[src/rtl/moore_seq_detector_if.sv]
// Serial-bit stream, pattern control and detector status bundled for the Moore pattern detector.
interface moore_seq_detector_if #(
   parameter int unsigned N     = 4,
   parameter int unsigned CNT_W = 8
);
   localparam int unsigned SW = $clog2(N + 1);

   logic             in_valid;
   logic             in;
   logic             overlap;
   logic             pat_load;
   logic [N-1:0]     pat_in;
   logic             cnt_clr;
   logic             match;
   logic [SW-1:0]    state;
   logic [CNT_W-1:0] match_cnt;

   modport master (
      output in_valid, in, overlap, pat_load, pat_in, cnt_clr,
      input  match, state, match_cnt
   );

   modport slave (
      input  in_valid, in, overlap, pat_load, pat_in, cnt_clr,
      output match, state, match_cnt
   );
endinterface

[src/rtl/moore_seq_detector.sv]
// Moore serial detector for a runtime-loadable N-bit pattern; state is the matched-prefix length,
// match decodes state == N and match_cnt counts entries into state N with saturation.
module moore_seq_detector #(
   parameter int unsigned   N        = 4,
   parameter logic [N-1:0]  PAT_INIT = N'(4'b1011),
   parameter int unsigned   CNT_W    = 8
) (
   input  logic                 clk,
   input  logic                 rst,
   moore_seq_detector_if.slave  bus
);
   localparam int unsigned SW = $clog2(N + 1);

   logic [N-1:0]     pat_q,   pat_d;
   logic [SW-1:0]    state_q, state_d;
   logic             match_q, match_d;
   logic [CNT_W-1:0] cnt_q,   cnt_d;

   logic [SW-1:0]    base;
   logic [SW-1:0]    adv;
   logic [N:0]       cand;
   logic [N:0]       mask;
   logic [N:0]       pfx;

   // Next prefix length for an accepted bit: longest prefix that is a suffix of (prefix(base), in).
   // A completed match in non-overlapping mode discards history, so the candidate is just the new bit.
   always_comb begin
      base = (state_q == SW'(N) && !bus.overlap) ? '0 : state_q;
      cand = (N+1)'({1'b0, pat_q >> (N - 32'(base))} << 1) | (N+1)'(bus.in);
      mask = '0;
      pfx  = '0;
      adv  = '0;
      for (int unsigned k = 1; k <= N; k++) begin
         mask = {(N+1){1'b1}} >> (N + 1 - k);
         pfx  = (N+1)'(pat_q >> (N - k));
         if (k <= 32'(base) + 32'd1 && (cand & mask) == pfx) begin
            adv = SW'(k);
         end
      end
   end

   // Next-state / output logic; pattern load outranks bit acceptance and counter clear.
   always_comb begin
      pat_d   = pat_q;
      state_d = state_q;
      match_d = match_q;
      cnt_d   = cnt_q;
      if (bus.pat_load) begin
         pat_d   = bus.pat_in;
         state_d = '0;
         match_d = 1'b0;
         cnt_d   = '0;
      end else begin
         if (bus.in_valid) begin
            state_d = adv;
            match_d = (adv == SW'(N));
            if (adv == SW'(N) && cnt_q != '1) begin
               cnt_d = cnt_q + CNT_W'(1);
            end
         end
         if (bus.cnt_clr) begin
            cnt_d = '0;
         end
      end
   end

   always_ff @(posedge clk) begin
      if (rst) begin
         pat_q   <= PAT_INIT;
         state_q <= '0;
         match_q <= 1'b0;
         cnt_q   <= '0;
      end else begin
         pat_q   <= pat_d;
         state_q <= state_d;
         match_q <= match_d;
         cnt_q   <= cnt_d;
      end
   end

   assign bus.state     = state_q;
   assign bus.match     = match_q;
   assign bus.match_cnt = cnt_q;
endmodule
[src/flat_wrapper.sv]
// flat-port wrapper written by rule: the top's interface ports become plain ports
module moore_seq_detector_flat 
#(
   parameter int unsigned   N        = 4,
   parameter logic [N-1:0]  PAT_INIT = N'(4'b1011),
   parameter int unsigned   CNT_W    = 8
)
  (clk, rst, bus_in_valid, bus_in, bus_overlap, bus_pat_load, bus_pat_in, bus_cnt_clr, bus_match, bus_state, bus_match_cnt);
  moore_seq_detector_if #(.N(N), .CNT_W(CNT_W)) bus_i ();
  input  logic clk;
  input  logic rst;
  input wire logic [$bits(bus_i.in_valid)-1:0] bus_in_valid;
  input wire logic [$bits(bus_i.in)-1:0] bus_in;
  input wire logic [$bits(bus_i.overlap)-1:0] bus_overlap;
  input wire logic [$bits(bus_i.pat_load)-1:0] bus_pat_load;
  input wire logic [$bits(bus_i.pat_in)-1:0] bus_pat_in;
  input wire logic [$bits(bus_i.cnt_clr)-1:0] bus_cnt_clr;
  output wire logic [$bits(bus_i.match)-1:0] bus_match;
  output wire logic [$bits(bus_i.state)-1:0] bus_state;
  output wire logic [$bits(bus_i.match_cnt)-1:0] bus_match_cnt;
  assign bus_i.in_valid = bus_in_valid;
  assign bus_i.in = bus_in;
  assign bus_i.overlap = bus_overlap;
  assign bus_i.pat_load = bus_pat_load;
  assign bus_i.pat_in = bus_pat_in;
  assign bus_i.cnt_clr = bus_cnt_clr;
  assign bus_match = bus_i.match;
  assign bus_state = bus_i.state;
  assign bus_match_cnt = bus_i.match_cnt;
  moore_seq_detector #(.N(N), .PAT_INIT(PAT_INIT), .CNT_W(CNT_W)) u_core (.clk(clk), .rst(rst), .bus(bus_i));
endmodule
[config.mk]
export PLATFORM = sky130hd
export DESIGN_NAME = moore_seq_detector_flat
export DESIGN_NICKNAME = d
export VERILOG_FILES = /design/src/rtl/moore_seq_detector_if.sv /design/src/rtl/moore_seq_detector.sv /design/src/flat_wrapper.sv
export SDC_FILE = /design/constraint.sdc
export NUM_CORES = 1
export LEC_CHECK = 0
export ABC_CLOCK_PERIOD_IN_PS = 3500
export CAP_MARGIN = 20
export CORE_MARGIN = 8
export CORE_UTILIZATION = 40
export DETAILED_ROUTE_END_ITERATION = 6
export GPL_TIMING_DRIVEN = 0
export PLACE_DENSITY_LB_ADDON = 0.08
export SYNTH_ARGS = -nofsm -noshare
export SYNTH_HDL_FRONTEND = slang
export SYNTH_SLANG_ARGS = --single-unit
[constraint.sdc]
create_clock -name clk -period 3.5 [get_ports clk]
set_input_delay 0.7 -clock clk [delete_from_list [all_inputs] [get_ports clk]]
set_output_delay 0.7 -clock clk [all_outputs]
set_load 0.02 [all_outputs]
==> metrics.md <==
| Metric | Value |
|---|---|
| GP Congestion | 0.783 |
| Final Max Tran Viols | 0 |
| DP HPWL | 2.06 mm |
| Number of port buffers | 19 |
| # resized after CTS | 0 |
| HP Class | flip-flop to flip-flop |
| Commonest non-fill, non-tap cell in the layout | clkdlybuf4s50_1 |
| Post-CTS setup buffers | 0 |
| Synthesized Nets | 149 |
| Synth Cell Area | 0.00115 mm^2 |
| Initial core utilization | 0.419 |
| CP Class | flip-flop to flip-flop |
| Final setup vio count | 0 |
| Max Clk Rate | 0.320 GHz |
| Die ar. | 0.00486 mm^2 |
| Cts hold-fix bufs | 0 |
| Max VDD drop | 0.216 mV |
| Global-route wire length before repair | 4.49 mm |
| Fin crit share | 0.894 |
| Slowest CP cell | dfxtp_1 |
| Slew HR | 0.736 |
| Final worst hold slack | 0.472 ns |
| Crit path largest cell delay | 0.55 ns |
| CTS Buf Count | 3 |
| Row cnt | 19 |
| RSZ-0062 raised after global routing | false |
| Start of the worst register-to-register path | u_core.bus.state[0] |
| Setup TNS | 0 ns |
| Grt ovf | 0 |
| Yosys reg bits | 16 |
| Root Driver | clkbuf_4 |
| Mapped Cells | 134 |
| CTS tree | yes |
| CTS clk-pin slew, worst paths | 0.10 ns |
| Vias post-DR | 1,048 |
| Cells along the critical path | inv_1, ha_1, buf_6, mux2i_1, and3_1, a211o_4, a2111oi_4, nand4_2, or3_1, a21oi_1 |
| Register area share after synthesis | 0.277 |
| CP Max Fanout | 11 |
| Worst reg2reg endpoint | u_core.bus.match_cnt[3] |
| Critical Path RT | 3.72 ns |
| Clock latency on the worst-skew pair | 0.28 ns |
| # Max-Cap Violations | 0 |
| Final Skew | 0.00655 ns |
| Ys Warns | 0 |
| Depth of the CTS H-tree | 1 |
| Tmin final | 3.13 ns |
| Critical Path AT | 3.35 ns |
| Least-Margin Pin Slew | 0.396 ns |
| Routed vias/inst | 5.57 |
| Die height | 69.7 um |
| Leak Pwr | 0.000502 uW |
| Io pins | 23 |
| DRC viols | 0 |
| WP depth | 10 |
| Worst reg2reg path depth | 10 |
| Core area | 0.00276 mm^2 |
| Layout cell share with drive strength beyond 1 | 0.140 |
| Final hold violations | 0 |
| Iteration-0 DRC Markers | 84 |
| Hold depth | 2 |
| Total Wirelength | 2.67 mm |
| Crit-path leading delay family | simple AND/OR/NAND/NOR gates |
| Vias in the first global route | 1,023 |
| Clock buffer depth | 2 |
| CP startpoint | u_core.bus.state[0] |
| Die Wd | 69.7 um |
| Largest net degree at the start of global routing | 12 |
| Syn avg cell area | 8.62 um^2 |
| CP Capture Type | flip-flop |
| Initial antenna violation count | 0 |
| Power per cell area | 270 mW/mm^2 |
| Synthesis-to-finish area growth | 23.0% |
| Post-synth cell types | 45 |
| Wirelength per Cell | 14.2 um |
| Worst Path Buf+Inv | 2 |
| Clock sinks | 16 |
| Most frequent cells in the layout | clkdlybuf4s50_1 (19), dfxtp_1 (16), o21ai_0 (13), nand2_1 (11), a21oi_1 (9) |
| Startpoint Class | flip-flop |
| Nets | 173 |
| FF-to-FF setup slack | 0.37 ns |
| N_diodes | 0 |
| Gr usage total | 0.108 |
| Routed Antenna Nets | 0 |
| Status | completed |
| DRT Pass-1 Iters | 4 |
| Critical Path Sink | u_core.bus.match_cnt[3] |
==> worst reg2reg max path, stage by stage, from the launching register on <==
cell,delay [ns]
dfxtp_1,0.55
inv_1,0.15
ha_1,0.33
buf_6,0.14
mux2i_1,0.12
and3_1,0.21
a211o_4,0.35
a2111oi_4,0.39
nand4_2,0.28
or3_1,0.41
a21oi_1,0.14
==> report_power, final <==
part           total (uW)  internal, uW  switching, uW
clock network         122          63.3           59.2
registers             190           186           3.89
logic                71.0          36.5           34.5
total                 383           285           97.5
==> registers in the layout (all words and copies together) (netlist names) <==
name,count
u_core.bus.match,1
u_core.bus.match_cnt,8
u_core.bus.state,3
u_core.pat_q,4
==> kinds of logic after synthesis <==
logic type,synth area share
xor gates and xnor gates,0.0455
buffers and inverters,0.0823
adders and majority gates,0.0433
muxes,0.0433
AOI/OAI and AO/OA,0.258
DFF,0.277
and+or+nand+nor,0.250
==> per-layer routing <==
layer / GRT usage / up-vias / part of all wire
met5: 0 / - / 0
met4: 0.0379 / 0 / 0.0045
met3: 0.0386 / 2 / 0.050
met2: 0.193 / 14 / 0.49
met1: 0.113 / 489 / 0.46
li1: - / 543 / -
==> stage by stage <==
| stage | area [um^2] | power (uW) | worst slack [ns] | instances | util |
|---|---|---|---|---|---|
| 6_report | 1420 | 383 | 0.371 | 188 | 0.515 |
| 3_5_place_dp | 1380 | 265 | 0.214 | 184 | 0.502 |
| 5_1_grt | 1420 | 403 | 0.168 | 188 | 0.515 |
| 4_1_cts | 1420 | 387 | 0.354 | 188 | 0.515 |
| 2_1_floorplan | 1150 | 245 | 0.548 | 134 | - |
| 3_3_place_gp | 1380 | 263 | 0.249 | 184 | 0.502 |
==> cell type report <==
type | count | area [um^2]
Multi-Input combinational cell | 105 | 739
Inverter | 5 | 18.8
Fill cell | 282 | 1340
Sequential cell | 16 | 320
Timing Repair Buffer | 19 | 190
Buffer | 8 | 76.3
Clock buffer | 4 | 36.3
Tap cell | 31 | 38.8
==> synthesized netlist by cell type, drive strengths merged <==
| cell | number | area [um^2] |
|---|---|---|
| xor2 | 2 | 17.5 |
| nor4b | 1 | 8.76 |
| nand4 | 2 | 18.8 |
| xnor2 | 4 | 35.0 |
| nand2 | 11 | 41.3 |
| o211ai | 1 | 7.51 |
| or3b | 1 | 8.76 |
| or4 | 3 | 23.8 |
| a2111oi | 1 | 27.5 |
| nor3 | 1 | 5.00 |
| and3 | 3 | 21.3 |
| ha | 4 | 50.1 |
| and4bb | 1 | 12.5 |
| o2111ai | 1 | 8.76 |
| nor2b | 3 | 18.8 |
| buf | 4 | 30.0 |
| clkbuf | 4 | 46.3 |
| a41o | 1 | 10.0 |
| or2 | 1 | 6.26 |
| a21o | 2 | 17.5 |
| nand3b | 2 | 15.0 |
| or3 | 5 | 32.5 |
| a21oi | 10 | 53.8 |
| a211o | 5 | 52.6 |
| mux2i | 5 | 50.1 |
| dfxtp | 16 | 320 |
| nand3 | 8 | 40.0 |
| a221o | 1 | 10.0 |
| o31ai | 2 | 15.0 |
| nor2 | 7 | 26.3 |
| inv | 5 | 18.8 |
| and4b | 1 | 10.0 |
| o2111a | 2 | 22.5 |
| o21ai | 13 | 65.1 |
| a21boi | 1 | 7.51 |
==> worst min-delay path by stage <==
stage,from,to,slack [ns]
finish,u_core.bus.match,u_core.bus.match,0.47
global route,u_core.bus.match,u_core.bus.match,0.50
CTS,u_core.bus.match,u_core.bus.match,0.48
detailed placement,u_core.bus.match,u_core.bus.match,0.46
global placement,u_core.bus.match,u_core.bus.match,0.46
floorplan,u_core.bus.match,u_core.bus.match,0.54
Note: power is estimated with default switching activity, not from simulation.
